<file path="src/rtl/mips_multicycle_control.sv">
// Multicycle MIPS control FSM: decodes opcode/funct and drives datapath selects and write
// enables cycle by cycle, with memory-ready stalls and a retired-instruction counter.
module mips_multicycle_control (
    input  logic        clock,
    input  logic        reset_n,
    input  logic [5:0]  opcode,
    input  logic [5:0]  funct,
    input  logic        zero,
    input  logic        mem_ready,
    output logic        pc_write,
    output logic        iord,
    output logic        mem_read,
    output logic        mem_write,
    output logic        ir_write,
    output logic        reg_dst,
    output logic        mem_to_reg,
    output logic        reg_write,
    output logic        alu_src_a,
    output logic [1:0]  alu_src_b,
    output logic [3:0]  alu_ctrl,
    output logic [1:0]  pc_source,
    output logic [1:0]  ext_mode,
    output logic        instr_done,
    output logic        trap,
    output logic [3:0]  state,
    output logic [31:0] retired_count
);

    typedef enum logic [3:0] {
        StReset  = 4'd0,
        StFetch  = 4'd1,
        StDecode = 4'd2,
        StMemAdr = 4'd3,
        StMemRd  = 4'd4,
        StMemWb  = 4'd5,
        StMemWr  = 4'd6,
        StExec   = 4'd7,
        StAluWb  = 4'd8,
        StBranch = 4'd9,
        StImmEx  = 4'd10,
        StImmWb  = 4'd11,
        StJump   = 4'd12,
        StTrap   = 4'd13
    } state_e;

    localparam logic [3:0] AluAdd   = 4'b0010;
    localparam logic [3:0] AluSub   = 4'b0110;
    localparam logic [3:0] AluAnd   = 4'b0000;
    localparam logic [3:0] AluOr    = 4'b0001;
    localparam logic [3:0] AluSlt   = 4'b0111;
    localparam logic [3:0] AluPassB = 4'b1000;

    localparam logic [1:0] ExtSign  = 2'b00;
    localparam logic [1:0] ExtZero  = 2'b01;
    localparam logic [1:0] ExtUpper = 2'b10;

    state_e      state_q, state_d;
    logic        is_bne_q, is_bne_d;
    logic        is_sw_q, is_sw_d;
    logic [3:0]  alu_fn_q, alu_fn_d;
    logic [1:0]  ext_q, ext_d;
    logic [31:0] retired_q, retired_d;

    state_e      dec_next;
    logic [3:0]  dec_fn;
    logic [1:0]  dec_ext;

    // Instruction decode, consumed only while in DECODE.
    always_comb begin
        dec_next = StTrap;
        dec_fn   = AluAdd;
        dec_ext  = ExtSign;
        case (opcode)
            6'h00: begin
                dec_next = StExec;
                case (funct)
                    6'h20:   dec_fn = AluAdd;
                    6'h22:   dec_fn = AluSub;
                    6'h24:   dec_fn = AluAnd;
                    6'h25:   dec_fn = AluOr;
                    6'h2A:   dec_fn = AluSlt;
                    default: dec_next = StTrap;
                endcase
            end
            6'h23, 6'h2B: dec_next = StMemAdr;
            6'h04, 6'h05: dec_next = StBranch;
            6'h08: begin
                dec_next = StImmEx;
                dec_fn   = AluAdd;
                dec_ext  = ExtSign;
            end
            6'h0C: begin
                dec_next = StImmEx;
                dec_fn   = AluAnd;
                dec_ext  = ExtZero;
            end
            6'h0D: begin
                dec_next = StImmEx;
                dec_fn   = AluOr;
                dec_ext  = ExtZero;
            end
            6'h0F: begin
                dec_next = StImmEx;
                dec_fn   = AluPassB;
                dec_ext  = ExtUpper;
            end
            6'h02:   dec_next = StJump;
            default: dec_next = StTrap;
        endcase
    end

    always_comb begin
        state_d  = state_q;
        is_bne_d = is_bne_q;
        is_sw_d  = is_sw_q;
        alu_fn_d = alu_fn_q;
        ext_d    = ext_q;
        case (state_q)
            StReset:  state_d = StFetch;
            StFetch:  if (mem_ready) state_d = StDecode;
            StDecode: begin
                state_d  = dec_next;
                alu_fn_d = dec_fn;
                ext_d    = dec_ext;
                is_bne_d = (opcode == 6'h05);
                is_sw_d  = (opcode == 6'h2B);
            end
            StMemAdr: state_d = is_sw_q ? StMemWr : StMemRd;
            StMemRd:  if (mem_ready) state_d = StMemWb;
            StMemWr:  if (mem_ready) state_d = StFetch;
            StExec:   state_d = StAluWb;
            StImmEx:  state_d = StImmWb;
            StMemWb, StAluWb, StBranch, StImmWb, StJump, StTrap: state_d = StFetch;
            default:  state_d = StTrap;
        endcase
    end

    // Traps complete an instruction slot but are not counted as retired.
    always_comb begin
        retired_d = retired_q;
        if (instr_done && (state_q != StTrap)) retired_d = retired_q + 32'd1;
    end

    always_ff @(posedge clock or negedge reset_n) begin
        if (!reset_n) begin
            state_q   <= StReset;
            is_bne_q  <= 1'b0;
            is_sw_q   <= 1'b0;
            alu_fn_q  <= AluAdd;
            ext_q     <= ExtSign;
            retired_q <= 32'd0;
        end else begin
            state_q   <= state_d;
            is_bne_q  <= is_bne_d;
            is_sw_q   <= is_sw_d;
            alu_fn_q  <= alu_fn_d;
            ext_q     <= ext_d;
            retired_q <= retired_d;
        end
    end

    always_comb begin
        pc_write   = 1'b0;
        iord       = 1'b0;
        mem_read   = 1'b0;
        mem_write  = 1'b0;
        ir_write   = 1'b0;
        reg_dst    = 1'b0;
        mem_to_reg = 1'b0;
        reg_write  = 1'b0;
        alu_src_a  = 1'b0;
        alu_src_b  = 2'b00;
        alu_ctrl   = 4'b0000;
        pc_source  = 2'b00;
        ext_mode   = 2'b00;
        instr_done = 1'b0;
        trap       = 1'b0;
        case (state_q)
            StFetch: begin
                mem_read  = 1'b1;
                alu_src_b = 2'b01;
                alu_ctrl  = AluAdd;
                ir_write  = mem_ready;
                pc_write  = mem_ready;
            end
            StDecode: begin
                alu_src_b = 2'b11;
                alu_ctrl  = AluAdd;
            end
            StMemAdr: begin
                alu_src_a = 1'b1;
                alu_src_b = 2'b10;
                alu_ctrl  = AluAdd;
            end
            StMemRd: begin
                mem_read = 1'b1;
                iord     = 1'b1;
            end
            StMemWb: begin
                reg_write  = 1'b1;
                mem_to_reg = 1'b1;
                instr_done = 1'b1;
            end
            StMemWr: begin
                mem_write  = 1'b1;
                iord       = 1'b1;
                instr_done = mem_ready;
            end
            StExec: begin
                alu_src_a = 1'b1;
                alu_ctrl  = alu_fn_q;
            end
            StAluWb: begin
                reg_write  = 1'b1;
                reg_dst    = 1'b1;
                instr_done = 1'b1;
            end
            StBranch: begin
                alu_src_a  = 1'b1;
                alu_ctrl   = AluSub;
                pc_source  = 2'b01;
                pc_write   = zero ^ is_bne_q;
                instr_done = 1'b1;
            end
            StImmEx: begin
                alu_src_a = 1'b1;
                alu_src_b = 2'b10;
                alu_ctrl  = alu_fn_q;
                ext_mode  = ext_q;
            end
            StImmWb: begin
                reg_write  = 1'b1;
                instr_done = 1'b1;
            end
            StJump: begin
                pc_source  = 2'b10;
                pc_write   = 1'b1;
                instr_done = 1'b1;
            end
            StTrap: begin
                trap       = 1'b1;
                instr_done = 1'b1;
            end
            default: ;
        endcase
    end

    assign state         = state_q;
    assign retired_count = retired_q;

endmodule

</file>
<file path="config.mk">
export PLATFORM = sky130hd
export DESIGN_NAME = mips_multicycle_control
export DESIGN_NICKNAME = d
export VERILOG_FILES = /design/src/rtl/mips_multicycle_control.sv
export SDC_FILE = /design/constraint.sdc
export NUM_CORES = 1
export LEC_CHECK = 0
export BUFFER_PORTS_ARGS = -buffer_cell sky130_fd_sc_hd__buf_2
export CAP_MARGIN = 20
export CORE_UTILIZATION = 52
export DETAILED_ROUTE_END_ITERATION = 16
export PLACE_DENSITY_LB_ADDON = 0.25
export SYNTH_ARGS = -nofsm -noshare
export SYNTH_HDL_FRONTEND = slang
export SYNTH_SLANG_ARGS = --single-unit
</file>
<file path="constraint.sdc">
create_clock -name clock -period 2.3 [get_ports clock]
set_input_delay 0.46 -clock clock [delete_from_list [all_inputs] [get_ports clock]]
set_output_delay 0.46 -clock clock [all_outputs]
set_load 0.02 [all_outputs]
</file>
# Yosys cells after proc, flatten, opt, wreduce, memory -nomap -nowiden
# Cells that the tools add are included.
# op_classes
n_addsub	1
n_eq_ne	31
n_mux	25
bitwise_logic	1
reduce_logical	18
# ops
operator	n
6-bit equality test (second input constant)	7
32-bit by 1-bit adder with 32-bit output (second input constant)	1
4-bit case mux with 8 select lines	1
4-bit equality test (second input constant)	6
6-bit by 4-bit equality test with 1-bit output (second input constant)	4
4-bit case mux with 5 select lines	1
4-bit by 3-bit equality test with 1-bit output (second input constant)	4
4-bit two-way mux	4
4-bit case mux with 4 select lines	1
2-bit OR reduction	7
6-bit by 3-bit equality test with 1-bit output (second input constant)	2
3-bit case mux with 4 select lines	1
4-bit case mux with 3 select lines	1
1-bit two-way mux	9
4-bit by 2-bit equality test with 1-bit output (second input constant)	2
2-bit case mux with 2 select lines	2
4-bit OR reduction	2
7-bit OR reduction	1
6-bit by 2-bit equality test with 1-bit output (second input constant)	1
6-bit zero test	1
2-bit inequality test (second input constant)	3
2-bit case mux with 3 select lines	1
3-bit OR reduction	2
6-bit OR reduction	1
other kinds (10)	11
# word_totals
register_bits	44
input_bits	16
output_inout_bits	57
word_cells	82

# Longest topological paths before layout
# depth
word_depth	5
depth_mapped	7
mapped_depth_nobuf	5

# Worst setup path after synthesis
# No wires, ideal clock.
# synth_timing
path_kind	reg2out
from	register state_q[0], in the netlist state[0]
to	output reg_write
arrival_ns	1.688
required_time_ns	1.840
path_slack_ns	0.152
stages_incl_launch_ff	5
n_path_buf	2
cell_sequence	dfrtp_1 > clkbuf_1 > clkbuf_1 > nor3_1 > a21o_1
# synth_between
elab_chain_cells	3
word_cells_on_any_way	5
cone_classes	eq/ne (3); mux (1); reduce/logical (1)
# synth_rtl
item	line_no	rtl
start: declaration	57	state_e state_q, state_d;
start signal: assignment	146	state_q <= StReset;
start signal: assignment	153	state_q <= state_d;
4-bit equality test or 4-bit by 3-bit equality test with 1-bit output (tied branches)	178	case (state_q)
3-bit OR reduction (no source line) (*)	--	
1-bit two-way mux (*)	178	
end: declaration	17	output logic reg_write,
# Mark *: on every way between the ends. The rest lies on a longest branch, timed or not.

# Worst setup path after layout
# layout_timing
from	register state_q[3], in the netlist state[3]
to	output pc_write
# layout_between
elab_chain_cells	2
word_cells_on_any_way	4
cone_classes	eq/ne (3); mux (1)
# layout_rtl
item	line_no	rtl
4-bit equality test or 4-bit by 1-bit equality test with 1-bit output (tied branches)	178	
1-bit case mux with 3 select lines (*)	178	
end: declaration	10	output logic pc_write,
# Marks and branches as above.

==> run summary <==
status = complete, no violations
placed instance count = 413
Distinct cells, synth = 55
TritonCTS buffer count = 5
Setup WS pre-CTS = 0.198 ns
post-synthesis register bit count = 43
startpoint types = register
DP Area = 0.00299 sq mm
Final min period = 2.19 ns
busiest grt layer = met2
DR pass1 iterations = 5
commonest non-fill, non-tap cell in the layout = buf_2
critical path type = reg -> out
met1 Use GR = 35.0%
GP Congestion = 0.892
Worst Path Max Fanout = 10
pin count of the biggest net entering global routing = 44
Crit. End Element = output pin
Yosys top cell area share = 41.4%
Post-Route WL = 6030 microns
Post-synth ARST share = 100%
total power = 3.01 mW
Initial Utilization = 53.8%
Remaining Overflow, GRT = 0
Yosys top cell by area = dfrtp_1
P&R area growth vs syn = 21.1%
I/O Buffers = 72
ANT nets after route = 0
Ports = 73
Fin. Hold Viols = 0
post-synthesis cell count = 278
DIE WIDTH = 71.9 microns
Max Cap Viol = 0
global-route usage over all layers = 25.0%
Filler cells = 410
die area = 0.00517 sq mm
synth warn = 0
clk root buf = clkbuf_8
Clock Path Buffers = 2
Global Route met2 Usage = 40.7%
# hold bufs at CTS = 0
Final setup viols = 0
Reg clk slew, reported paths = 0.08 ns
post-route clock period utilization = 95.4%
Tightest Pin Transition = 0.540 ns
H-tree depth = 2
post-route insts no fill = 421
first-pass GRT wire length = 10100 microns
Top FF cell, synth = dfrtp_1
Worst path slowest cell = dfrtp_2
Post-Layout Inst Area = 0.00308 sq mm
Arr. time, crit path = 1.73 ns
post-synthesis average cell area = 9.14 sq um
GR Util met3 = 4.44%
Setup Skew = 0.00823 ns
crit-path cells = buf_4 > nor2_1 > nand2_1 > nor2_1 > a21o_1 > buf_2
RSZ-0062 raised after global routing = no
drt wl/cell = 14.3 microns
worst hold path class = in -> async
CTS tree = done
most frequent cells in the layout = buf_2 (72), dfrtp_1 (41), nand2_1 (27), nor2_1 (22)
P_leak = 1.61 nW
relative max-transition margin = 64.0%
CP dominant cell by count = nor2_1
EDFF count, synth = 0
Vias/cell = 5.53
Data required, critical path = 1.84 ns
clock sink total = 43
vias in the first global route = 2204
Initial DRC Count = 204
Synth area leaders = dfrtp_1 (41%), xnor2_1 (5.5%), xor2_1 (5.5%), nand2_1 (4.0%), nor2_1 (3.2%)
chip height = 71.9 microns
vias = 2329
Synth Cell Area = 0.00254 sq mm
Final Max Slew Viols = 0
setup slack after layout = 0.107 ns
cell family with most CP delay = simple AND/OR/NAND/NOR gates
CP bufs+invs = 2
TNS Setup = 0 ns
# diodes = 0
nets@finish = 370
multi-input logic area = 0.00135 sq mm
Pwr Density = 979 mW/mm^2
Synthesized Nets = 295
worst stage delay on the critical path = 0.48 ns
# rows = 25
initial antenna violation count = 0
Residual DRC = 0
layout cell share with drive strength beyond 1 = 29.1%
FF/Latch Area = 0.00108 sq mm
register area share after synthesis = 42.4%
fmax = 0.456 GHz
clk_lat worst skew = 0.29 ns
worst vdd ir = 0.547 mV
dpl hpwl = 4480 microns
core area = 0.00472 sq mm
cell type report:
type                       instances  area share, %
timing repair buffer              83           14.4
sequential                        43           35.0
inverter                          11           1.34
tap                               67           2.72
clock inverter                     1          0.163
clock buffer                       7           2.48
multi-input combinational        209           43.9
state kept, by name, indices dropped and copies added (netlist names):
register / cells
retired_count: 32
alu_fn_q: 4
state: 4
ext_q: 1
is_bne_q: 1
is_sw_q: 1
power breakdown:
part           leakage (nW)  switching [mW]  total (mW)  internal, mW
logic                  1.00           0.940        1.50         0.557
registers             0.561           0.161        1.06         0.900
clock network        0.0422           0.240       0.453         0.213
stage by stage:
stage | utilization (%) | hold slack, ns
floorplan | - | 0.164
global placement | 63.4 | 0.454
detailed placement | 63.4 | 0.473
CTS | 65.1 | 0.249
global route | 65.2 | 0.279
finish | 65.2 | 0.228
worst reg2reg max path, stage by stage (launching register included):
cell and delay [ns]:
dfrtp_1 0.53, nand2b_1 0.23, o211ai_2 0.33, nand3_2 0.31, nor4b_1 0.44, xor2_1 0.19
final timing paths:
check	from	endpoint	slack (ns)	depth (start not counted)
worst min-delay path	reset_n	retired_count[20]	0.23	2
max in group asynchronous	reset_n	state[3]	1.67	2
worst max-delay path	state[3]	pc_write	0.11	6
min in group clock	opcode[1]	ext_q[0]	0.48	2
worst max register to register	state[2]	retired_count[27]	0.20	5
worst min register to register	retired_count[31]	retired_count[31]	0.48	1
cell usage after synthesis, types with 2 or more instances:
cell      instances
dfrtp_1          42
nand2_1          27
nor2_1           22
nand3_1          16
xnor2_1          16
xor2_1           16
clkbuf_1         13
o21ai_0          13
inv_1            11
nand4_1           9
nor3_1            9
and3_1            8
a21oi_1           6
nor2b_1           6
a31oi_1           4
nand2b_1          3
nor3_2            3
nor3b_1           3
nor4_1            3
o31ai_1           3
a211oi_1          2
a21boi_0          2
a21o_1            2
and2_1            2
and4_1            2
mux2i_1           2
nand4b_1          2
nor4_4            2
o21bai_1          2
o22ai_1           2
cell families after synthesis:
kind of cell | synth area share (%)
buffers and inverters | 4.58
muxes | 1.23
DFF | 42.4
and+or+nand+nor | 27.8
AOI/OAI and AO/OA | 12.5
adders and majority gates | 0.492
xor gates and xnor gates | 11.0
repair_timing:
item	4_1_cts	5_1_grt
setup buffers	0	0
resized for setup	0	2
setup endpoints to repair	0	5
layer usage:
metal  up-vias  wire [microns]
li1       1137               -
met1      1122            2850
met2        66            2890
met3         4             251
met4         0              40
met5         -               0
No activity file was read; power rests on OpenSTA's default activity.
